**src/rtl/wbu.sv**
```systemverilog
// Write-back stage: registers retiring instructions from the LSU, drives the register-file write port
// and a per-instruction commit pulse, with a 2-entry skid buffer absorbing downstream stalls.
module wbu #(
   parameter int CPU_WIDTH = 32,
   parameter int REG_ADDRW = 5
) (
   input  logic                 i_clk,
   input  logic                 i_rst,
   input  logic                 i_valid,
   output logic                 o_ready,
   input  logic [CPU_WIDTH-1:0] i_pc,
   input  logic [REG_ADDRW-1:0] i_rdid,
   input  logic                 i_rdwen,
   input  logic                 i_ldsel,
   input  logic [CPU_WIDTH-1:0] i_exu_res,
   input  logic [CPU_WIDTH-1:0] i_lsu_regld,
   input  logic                 i_stall,
   output logic                 o_rdwen,
   output logic [REG_ADDRW-1:0] o_rdid,
   output logic [CPU_WIDTH-1:0] o_rd,
   output logic                 o_commit,
   output logic [CPU_WIDTH-1:0] o_pc
);

   localparam logic [1:0] S_EMPTY = 2'd0;
   localparam logic [1:0] S_ONE   = 2'd1;
   localparam logic [1:0] S_TWO   = 2'd2;

   logic [1:0]           r_state;
   logic [1:0]           w_state_nxt;

   logic [CPU_WIDTH-1:0] r_main_pc;
   logic [REG_ADDRW-1:0] r_main_rdid;
   logic                 r_main_rdwen;
   logic [CPU_WIDTH-1:0] r_main_data;

   logic [CPU_WIDTH-1:0] r_skid_pc;
   logic [REG_ADDRW-1:0] r_skid_rdid;
   logic                 r_skid_rdwen;
   logic [CPU_WIDTH-1:0] r_skid_data;

   logic                 w_main_valid;
   logic                 w_skid_valid;
   logic                 w_acc;
   logic                 w_ret;
   logic [CPU_WIDTH-1:0] w_in_data;
   logic                 w_load_main;
   logic                 w_load_skid;
   logic                 w_skid_to_main;

   assign w_main_valid = (r_state == S_ONE) || (r_state == S_TWO);
   assign w_skid_valid = (r_state == S_TWO);

   // Ready depends only on stored state, so the upstream never sees a combinational path from stall.
   assign o_ready   = ~w_skid_valid;
   assign w_acc     = i_valid & o_ready;
   assign w_ret     = w_main_valid & ~i_stall & ~i_rst;
   assign w_in_data = i_ldsel ? i_lsu_regld : i_exu_res;

   always_comb begin
      w_state_nxt    = r_state;
      w_load_main    = 1'b0;
      w_load_skid    = 1'b0;
      w_skid_to_main = 1'b0;
      case (r_state)
         S_EMPTY: begin
            if (w_acc) begin
               w_load_main = 1'b1;
               w_state_nxt = S_ONE;
            end
         end
         S_ONE: begin
            if (w_acc && w_ret) begin
               w_load_main = 1'b1;
            end else if (w_acc) begin
               w_load_skid = 1'b1;
               w_state_nxt = S_TWO;
            end else if (w_ret) begin
               w_state_nxt = S_EMPTY;
            end
         end
         S_TWO: begin
            if (w_ret) begin
               w_skid_to_main = 1'b1;
               w_state_nxt    = S_ONE;
            end
         end
         default: w_state_nxt = S_EMPTY;
      endcase
   end

   always_ff @(posedge i_clk) begin
      if (i_rst) begin
         r_state <= S_EMPTY;
      end else begin
         r_state <= w_state_nxt;
      end
   end

   // MAIN is filled either straight from the input or by promoting the SKID entry.
   always_ff @(posedge i_clk) begin
      if (i_rst) begin
         r_main_pc    <= '0;
         r_main_rdid  <= '0;
         r_main_rdwen <= 1'b0;
         r_main_data  <= '0;
      end else if (w_load_main) begin
         r_main_pc    <= i_pc;
         r_main_rdid  <= i_rdid;
         r_main_rdwen <= i_rdwen;
         r_main_data  <= w_in_data;
      end else if (w_skid_to_main) begin
         r_main_pc    <= r_skid_pc;
         r_main_rdid  <= r_skid_rdid;
         r_main_rdwen <= r_skid_rdwen;
         r_main_data  <= r_skid_data;
      end
   end

   always_ff @(posedge i_clk) begin
      if (i_rst) begin
         r_skid_pc    <= '0;
         r_skid_rdid  <= '0;
         r_skid_rdwen <= 1'b0;
         r_skid_data  <= '0;
      end else if (w_load_skid) begin
         r_skid_pc    <= i_pc;
         r_skid_rdid  <= i_rdid;
         r_skid_rdwen <= i_rdwen;
         r_skid_data  <= w_in_data;
      end
   end

   // Writes to x0 are dropped here so the register file never needs to special-case them.
   assign o_commit = w_ret;
   assign o_rdwen  = w_ret & r_main_rdwen & (r_main_rdid != '0);
   assign o_rdid   = r_main_rdid;
   assign o_rd     = r_main_data;
   assign o_pc     = r_main_pc;

endmodule

```
**config.mk**
```make
export PLATFORM = sky130hd
export DESIGN_NAME = wbu
export DESIGN_NICKNAME = d
export VERILOG_FILES = /design/src/rtl/wbu.sv
export SDC_FILE = /design/constraint.sdc
export NUM_CORES = 1
export LEC_CHECK = 0
export ABC_AREA = 1
export CORE_ASPECT_RATIO = 1.2
export CORE_MARGIN = 2
export CORE_UTILIZATION = 50
export CTS_CLUSTER_SIZE = 8
export DETAILED_ROUTE_END_ITERATION = 16
export PLACE_DENSITY = 0.92
export RECOVER_POWER = 50
export SLEW_MARGIN = 20
export SYNTH_ARGS = -nofsm -noshare
export SYNTH_HDL_FRONTEND = slang
export SYNTH_SLANG_ARGS = --single-unit
```
**constraint.sdc**
```tcl
create_clock -name i_clk -period 2 [get_ports i_clk]
set_input_delay 0.3 -clock i_clk [delete_from_list [all_inputs] [get_ports i_clk]]
set_output_delay 0.3 -clock i_clk [all_outputs]
set_load 0.005 [all_outputs]
```
==> impl_metrics.csv, run 1 <==
group,metric,value,unit
clock_tree,ctsLongestPathBuffers,2,
placed_design,io_buffers,178,
clock_tree,cts.htree.levels,4,
timing,tightest_slew,0.819,ns
timing,fin_tns_setup,0,ns
power,vdd_drop_max,0.000759,V
timing,max_freq,521,MHz
floorplanning,ios,179,
grt,first_global_vias,6785,
finish,fillCellCount,1094,
yosys,yosys_warnings,0,
floorplanning,coreArea,0.0138,mm²
flow_run,cap_violations,0,
clock_tree,cts_buffers,17,
detailed_routing,drt-initial-drc-count,647,
power,power_density,1240,mW/mm²
timing,skew,0.0131,ns
grt,grt_pass1_wl,32400,µm
grt,grt_max_degree,87,
yosys,synth.distinct_cells,24,
yosys,synth-seq-cells,142,
detailed_routing,first_pass_iters,6,
finish,nNetsFinal,1209,
floorplanning,start_util,0.511,
detailed_routing,wire_per_inst,15.4,µm
setup_path,end_kind,"primary output",
setup_path,required,1.70,ns
clock_tree,clock_latency,0.41,ns
setup_path,startpoint_type,"flip-flop",
timing,fin_crit,1.92,ns
floorplanning,die_x,112,µm
clock_tree,cts_root_buf,"clkbuf_16",
yosys,synth.yosys.seq_area_share,0.404,
floorplanning,rows,47,
outcome,status,"finished clean",
finish,num_antenna_cells,0,
power,p_leak,4.35,nW
yosys,synthFlopType,"dfxtp_1",
grt,grt_usage,0.258,
yosys,synth_edf_count,0,
placed_design,hpwl,12100,µm
detailed_routing,avgViaCountPerCell,5.74,
yosys,synth_cells,977,
timing,rsz0062_at_grt,"no",
yosys,syn_nets,1088,
timing,drv_slew,0,
timing,hold_viol,0,
placed_design,pre_cts_ws,0.0749,ns
detailed_routing,drc,0,
floorplanning,die_area,0.0150,mm²
yosys,syn_area_per_cell,7.19,µm²
detailed_routing,wl,19800,µm
clock_tree,cts_tree,"yes",
timing,max_slew_margin,0.454,
floorplanning,die_h,134,µm
finish,drive_above_1_share,0.0675,
timing,timing.final.crit_share,0.960,
grt,antenna_found_initial,0,
setup_path,crit_type,"reg -> out",
grt,overflow,0,
finish,area_growth_syn_to_layout,35.3,%
detailed_routing,vias,7353,
finish,fin_area,0.00951,mm²
timing,setup_viol,0,
yosys,synth.cell_area,0.00703,mm²
placed_design,placed_cell_area,0.00894,mm²
clock_tree,clkTransAtPathRegs,0.06,ns
setup_path,crit_fanout,3,
timing,fin_ws,0.0804,ns
hold_path,min_path_type,"in -> reg",
yosys,synthArstFlopShare,0,
setup_path,worstPathArrival,1.62,ns
placed_design,gp_congestion,0.803,
detailed_routing,postRouteAntennaNets,0,
clock_tree,numClockSinks,142,
area by class of cell:
| type | count | area [µm²] | area share |
|---|---|---|---|
| clock buffer | 19 | 433 | 0.0455 |
| clock inverter | 13 | 161 | 0.0170 |
| inverter | 77 | 294 | 0.0309 |
| multi-input combinational | 654 | 3430 | 0.361 |
| sequential | 142 | 2840 | 0.299 |
| tap | 171 | 214 | 0.0225 |
| timing repair buffer | 206 | 2130 | 0.224 |
worst max-delay path, cell delays in order (launching register included):
cell and delay [ns]:
dfxtp_1 0.32, inv_1 0.08, ha_4 0.29, nand2_2 0.06
nor2_4 0.08, buf_4 0.14, dlygate4sd2_1 0.24
cells by family (layout without fill, tap and decap cells):
logic type,count (synthesis),in the layout,share of synthesized area
and+or+nand+nor,436,436,0.302
AOI/OAI and AO/OA,214,214,0.176
buffers and inverters,181,315,0.111
DFF,142,142,0.404
adders and majority gates,4,4,0.00712
per-stage QoR:
step	utilization	cells	power, mW	hold WS, ns
6_report	0.691	1282	11.8	0.397
3_5_place_dp	0.650	1249	8.81	0.484
4_1_cts	0.695	1282	12.1	0.376
3_3_place_gp	0.650	1249	8.66	0.479
5_1_grt	0.691	1282	12.5	0.412
2_1_floorplan	-	977	6.82	0.448
power breakdown:
part,switching (mW),internal [mW],total (mW),leakage [nW]
sequential,0.451,3.67,4.12,1.17
combinational,2.43,2.06,4.49,2.89
clock,1.22,1.97,3.19,0.292
total,4.10,7.70,11.8,4.35
timing repair:
item                       4_1_cts  5_1_grt
hold buffers                     0        0
pin swaps                        0        0
setup buffers                    1        0
setup endpoints to repair        3        2
gates resized for setup          6        3
flip-flops by register name, indices dropped and copies added, names as in the netlist:
| signal | flops |
|---|---|
| r_skid_data | 32 |
| r_skid_rdid | 5 |
| o_rd | 32 |
| o_pc | 32 |
| o_rdid | 5 |
| r_skid_pc | 32 |
| r_state | 2 |
| r_main_rdwen | 1 |
| r_skid_rdwen | 1 |
synth_stat cells (3+ instances only):
cell      instances  area share
a21oi_1         110       0.078
clkbuf_1         57       0.030
o21ai_0          41       0.029
nor2_4            3      0.0048
dfxtp_1         142        0.40
o211a_1          32       0.046
buf_4            12       0.013
nand2_2           3      0.0027
buf_1             4      0.0021
nand4_1         141        0.13
nand3_1          71       0.051
o21ai_1          30       0.021
ha_1              4      0.0071
buf_2            29       0.021
inv_1            74       0.040
nand2_1         213        0.11
final timing paths:
| check | startpoint | end | slack (ns) | depth (start not counted) |
|---|---|---|---|---|
| max reg2reg | r_state[1] | r_skid_data[13] | 0.11 | 10 |
| min | i_rst | r_state[1] | 0.40 | 5 |
| min reg2reg | o_pc[2] | o_pc[2] | 0.49 | 2 |
| max | r_state[1] | o_commit | 0.08 | 6 |
layer usage:
layer | routed length, µm | part of all wire | track usage | up-vias
li1 | - | - | - | 3627
met1 | 8330 | 0.42 | 0.332 | 3382
met2 | 9690 | 0.49 | 0.428 | 310
met3 | 1330 | 0.067 | 0.0538 | 34
met4 | 448 | 0.023 | 0.0982 | 0
met5 | 0 | 0 | 0 | -
cell usage in the layout (no fill, tap or decap), types with 4 or more instances in the layout:
cell	n
o211a_1	32
nand4_1	141
inv_1	73
clkbuf_1	4
clkinv_2	4
a21oi_1	110
nand2_1	212
o21ai_1	26
buf_4	9
o21ai_0	45
nand3_1	71
clkdlybuf4s50_1	104
buf_12	13
dlygate4sd3_1	69
dfxtp_1	141
clkbuf_16	17
nand2_2	5
Power figures use the tool's default switching activity.
==> run 2, diff against run 1 <==
CELL_PAD_IN_SITES_DETAIL_PLACEMENT = 1   (was unset)
CELL_PAD_IN_SITES_GLOBAL_PLACEMENT = 1   (was unset)
CORE_UTILIZATION = 35   (was 50)
==> impl_metrics.csv, run 2 (synthesis results as in run 1) <==
group,metric,value,unit
clock_tree,cts_root_buf,"clkbuf_16",
timing,max_freq,520,MHz
outcome,status,"finished clean",
timing,max_slew_margin,0.417,
setup_path,crit_type,"reg -> out",
setup_path,rr_worst_depth,11,
power,power_density,1250,mW/mm²
hold_path,min_path_type,"in -> reg",
placed_design,gp_congestion,0.743,
clock_tree,ctsLongestPathBuffers,2,
finish,drive_above_1_share,0.0678,
finish,post-route-util,0.490,
timing,setup_viol,0,
finish,mostFrequentLayoutCells,"nand2_1 (211), nand4_1 (141), dfxtp_1 (141)",
clock_tree,cts.htree.levels,4,
setup_path,worstReg2RegStart,"r_state[1]",
finish,fin_area,0.00961,mm²
placed_design,hpwl,14900,µm
timing,rsz0062_at_grt,"no",
timing,hold_viol,0,
detailed_routing,wl,24500,µm
clock_tree,numClockSinks,142,
detailed_routing,drc,0,
clock_tree,clock_latency,0.42,ns
grt,grt_max_degree,86,
setup_path,worstPathArrival,1.62,ns
timing,drv_slew,0,
floorplanning,die_x,133,µm
floorplanning,die_h,159,µm
setup_path,startpoint_type,"flip-flop",
clock_tree,cts_hold_buf,0,
power,p_leak,4.34,nW
setup_path,cp-endpoint,"o_commit",
timing,skew,0.00981,ns
floorplanning,die_area,0.0212,mm²
grt,first_global_vias,7999,
grt,antenna_found_initial,0,
detailed_routing,vias,7718,
grt,grt_pass1_wl,40400,µm
finish,fillCellCount,2428,
timing,tightest_slew,0.874,ns
detailed_routing,wire_per_inst,17.9,µm
finish,nNetsFinal,1206,
finish,area_growth_syn_to_layout,36.8,%
grt,overflow,0,
floorplanning,ios,179,
detailed_routing,first_pass_iters,5,
flow_run,cap_violations,0,
detailed_routing,postRouteAntennaNets,0,
clock_tree,cts_buffers,17,
timing,timing.final.crit_share,0.962,
floorplanning,start_util,0.358,
setup_path,crit_fanout,3,
setup_path,required,1.70,ns
power,vdd_drop_max,0.000692,V
finish,layout_commonest_cell,"nand2_1",
floorplanning,rows,56,
placed_design,placed_cell_area,0.00899,mm²
setup_path,rrSetupSlack,0.14,ns
clock_tree,clkTransAtPathRegs,0.06,ns
setup_path,end_kind,"primary output",
timing,fin_crit,1.92,ns
placed_design,io_buffers,178,
clock_tree,cts_tree,"yes",
setup_path,rr_endpoint,"o_pc[9]",
setup_path,startpoint,"r_state[1]",
floorplanning,coreArea,0.0196,mm²
grt,grt_usage,0.232,
detailed_routing,avgViaCountPerCell,5.64,
detailed_routing,drt-initial-drc-count,501,
==> run 2: how the worst min path moves through the flow <==
stage	from	to	slack [ns]	cells past startpoint
CTS	i_rst	r_state[1]	0.42	5
finish	i_rst	r_state[1]	0.41	5
floorplan	i_pc[23]	r_skid_pc[23]	0.45	2
global placement	r_skid_data[20]	r_skid_data[20]	0.48	1
detailed placement	o_rd[0]	o_rd[0]	0.49	2
global route	i_rst	r_state[1]	0.43	5
==> run 2: what timing repair did <==
action,CTS,global route
setup buffers,0,3
gates cloned,0,0
gates resized for setup,7,5
endpoints found under the setup margin,4,12
==> run 2: layout make-up <==
| class | count | area, µm² | share of cell area |
|---|---|---|---|
| clock buffer | 22 | 484 | 0.0504 |
| clock inverter | 9 | 109 | 0.0113 |
| antenna | 1 | 2.50 | 0.000260 |
| inverter | 77 | 297 | 0.0309 |
| multi-input combinational | 654 | 3430 | 0.357 |
| sequential | 142 | 2840 | 0.296 |
| timing repair buffer | 203 | 2110 | 0.220 |
| tap | 261 | 327 | 0.0340 |
==> run 2: critical path, cell delays in order, from the launching register on <==
cell and delay, ns:
dfxtp_1 0.33, inv_1 0.09, ha_4 0.29, nand2_2 0.06
nor2_4 0.08, buf_4 0.14, clkdlybuf4s15_1 0.21
==> run 2: through the flow <==
step                hold slack [ns]  power (mW)  cells  worst slack, ns  setup TNS [ns]
floorplan                     0.448        6.82    977            0.290               0
global placement              0.479        8.73   1334           0.0510               0
detailed placement            0.488        8.96   1334          -0.0401         -0.0667
CTS                           0.425        12.3   1365          0.00306               0
global route                  0.426        12.8   1368          0.00344               0
finish                        0.413        12.0   1369           0.0759               0
==> run 2: layer usage <==
layer	vias to the layer above	track usage	part of all wire
met3	37	0.0560	0.055
met4	0	0.0866	0.021
met1	3818	0.280	0.42
met5	-	0	0
li1	3628	-	-
met2	235	0.398	0.51
==> run 2: power breakdown <==
group | total (mW) | switching (mW) | internal (mW) | leakage, nW
clock | 3.20 | 1.24 | 1.96 | 0.281
combinational | 4.64 | 2.59 | 2.04 | 2.89
sequential | 4.17 | 0.491 | 3.67 | 1.17
==> run 3, diff against run 2 <==
REMOVE_ABC_BUFFERS = 1   (was unset)
TNS_END_PERCENT = 30   (was unset)
==> impl_metrics.csv, run 3 (synthesis results as in run 1) <==
group,metric,value,unit
outcome,status,"finished clean",
setup_path,crit_family,"buffers and inverters",
detailed_routing,first_pass_iters,5,
finish,area_growth_syn_to_layout,38.3,%
detailed_routing,postRouteAntennaNets,0,
setup_path,worstPathCellList,"buf_4, ha_4, inv_4, clkdlybuf4s50_1",
detailed_routing,wl,24300,µm
timing,max_slew_margin,0.393,
clock_tree,clock_latency,0.42,ns
grt,grt_pass1_wl,39800,µm
grt,antenna_found_initial,0,
detailed_routing,wire_per_inst,17.6,µm
setup_path,crit_fanout,4,
detailed_routing,vias,7548,
setup_path,end_kind,"primary output",
power,pwr-share-comb,0.389,
timing,drv_slew,0,
timing,whs,0.449,ns
setup_path,startpoint,"r_state[1]",
setup_path,worstReg2RegStart,"r_state[0]",
finish,nNetsFinal,1215,
grt,grt_usage,0.228,
timing,fin_crit,1.94,ns
clock_tree,cts_root_buf,"clkbuf_16",
floorplanning,die_area,0.0212,mm²
finish,num_antenna_cells,0,
setup_path,required,1.70,ns
power,intPower,7.89,mW
setup_path,critPathMaxStageDelay,0.49,ns
setup_path,worstPathBufferInverterCount,3,
timing,hold_viol,0,
clock_tree,cts_tree,"yes",
clock_tree,cts.htree.levels,4,
detailed_routing,avgViaCountPerCell,5.48,
floorplanning,die_h,159,µm
finish,mostFrequentLayoutCells,"nand2_1 (212), nand4_1 (141), dfxtp_1 (141)",
power,p_leak,4.41,nW
clock_tree,cts_buffers,17,
placed_design,dp_cells,1343,
floorplanning,ios,179,
timing,setup_viol,0,
timing,tightest_slew,0.910,ns
clock_tree,cts_hold_buf,0,
clock_tree,numClockSinks,142,
grt,use_met1,0.267,
timing,fin_tns_setup,0,ns
timing,max_freq,516,MHz
setup_path,startpoint_type,"flip-flop",
setup_path,worstPathArrival,1.64,ns
placed_design,hpwl,14900,µm
power,swShare,0.357,
grt,overflow,0,
timing,skew,0.0120,ns
finish,fin_cells,1378,
power,total_power,12.3,mW
grt,grt_use_met2,0.412,
floorplanning,die_x,133,µm
grt,grt_max_degree,141,
placed_design,io_buffers,178,
finish,drive_above_1_share,0.0752,
power,power_density,1260,mW/mm²
power,switching_power,4.39,mW
hold_path,min-delay-start,"i_pc[27]",
timing,timing.final.crit_share,0.969,
clock_tree,clkTransAtPathRegs,0.06,ns
grt,grt-busiest-layer,"met2",
grt,first_global_vias,7769,
setup_path,crit_type,"reg -> out",
clock_tree,ctsLongestPathBuffers,2,
detailed_routing,drc,0,
flow_run,cap_violations,0,
placed_design,gp_congestion,0.766,
power,vdd_drop_max,0.000816,V
hold_path,min_path_type,"in -> reg",
power,pwr-share-seq,0.337,
power,p_clk_frac,0.275,
floorplanning,coreArea,0.0196,mm²
detailed_routing,drt-initial-drc-count,563,
finish,post-route-util,0.496,
grt,grt.met3_usage,0.0366,
floorplanning,start_util,0.358,
timing,rsz0062_at_grt,"no",
setup_path,slowest_stage,"clkdlybuf4s50_1",
finish,layout_commonest_cell,"nand2_1",
floorplanning,rows,56,
run 3: through the flow:
step | area [µm²] | worst slack (ns)
6_report | 9720 | 0.0620
5_1_grt | 9720 | 0.0115
4_1_cts | 9700 | 0.0122
3_5_place_dp | 9060 | -0.110
3_3_place_gp | 9060 | 0.0415
2_1_floorplan | 6540 | -2.58
run 3: worst paths after layout:
kind | endpoint | slack [ns] | cells after the start
max | o_ready | 0.06 | 4
min | r_skid_pc[27] | 0.45 | 3
max reg2reg | o_pc[4] | 0.09 | 9
min reg2reg | o_pc[25] | 0.49 | 2
run 3: final cells by class:
class / instances / area, µm²
inverter: 77 / 299
clock buffer: 18 / 429
clock inverter: 14 / 190
multi-input combinational: 654 / 3440
fill: 2427 / 9900
timing repair buffer: 212 / 2190
tap: 261 / 327
sequential: 142 / 2840
run 3: worst register-to-register path, stage by stage, from the launching register on:
cell and delay [ns]:
dfxtp_2 0.33, inv_2 0.12, ha_4 0.23, nand2_2 0.08
nor2_4 0.03, buf_4 0.15, nand2_4 0.09, buf_12 0.28
nand4_1 0.23, a21oi_1 0.28
run 3: repair_timing:
action,CTS,global route
setup buffers,0,3
resized for setup,6,6
endpoints found under the setup margin,4,12
run 3: metal layers:
metal | up-vias | routed length, µm
met5 | - | 0
met4 | 0 | 495
met3 | 35 | 1030
met2 | 197 | 12800
met1 | 3669 | 9960
li1 | 3647 | -
run 3: power groups by stage:
stage,combinational (mW),sequential (mW),clock [mW]
after floorplan,2.45,4.13,0
after global placement,4.63,4.14,0
after detailed placement,4.84,4.18,0
after CTS,4.95,4.14,3.42
after global routing,5.27,4.22,3.55
final,4.78,4.13,3.37
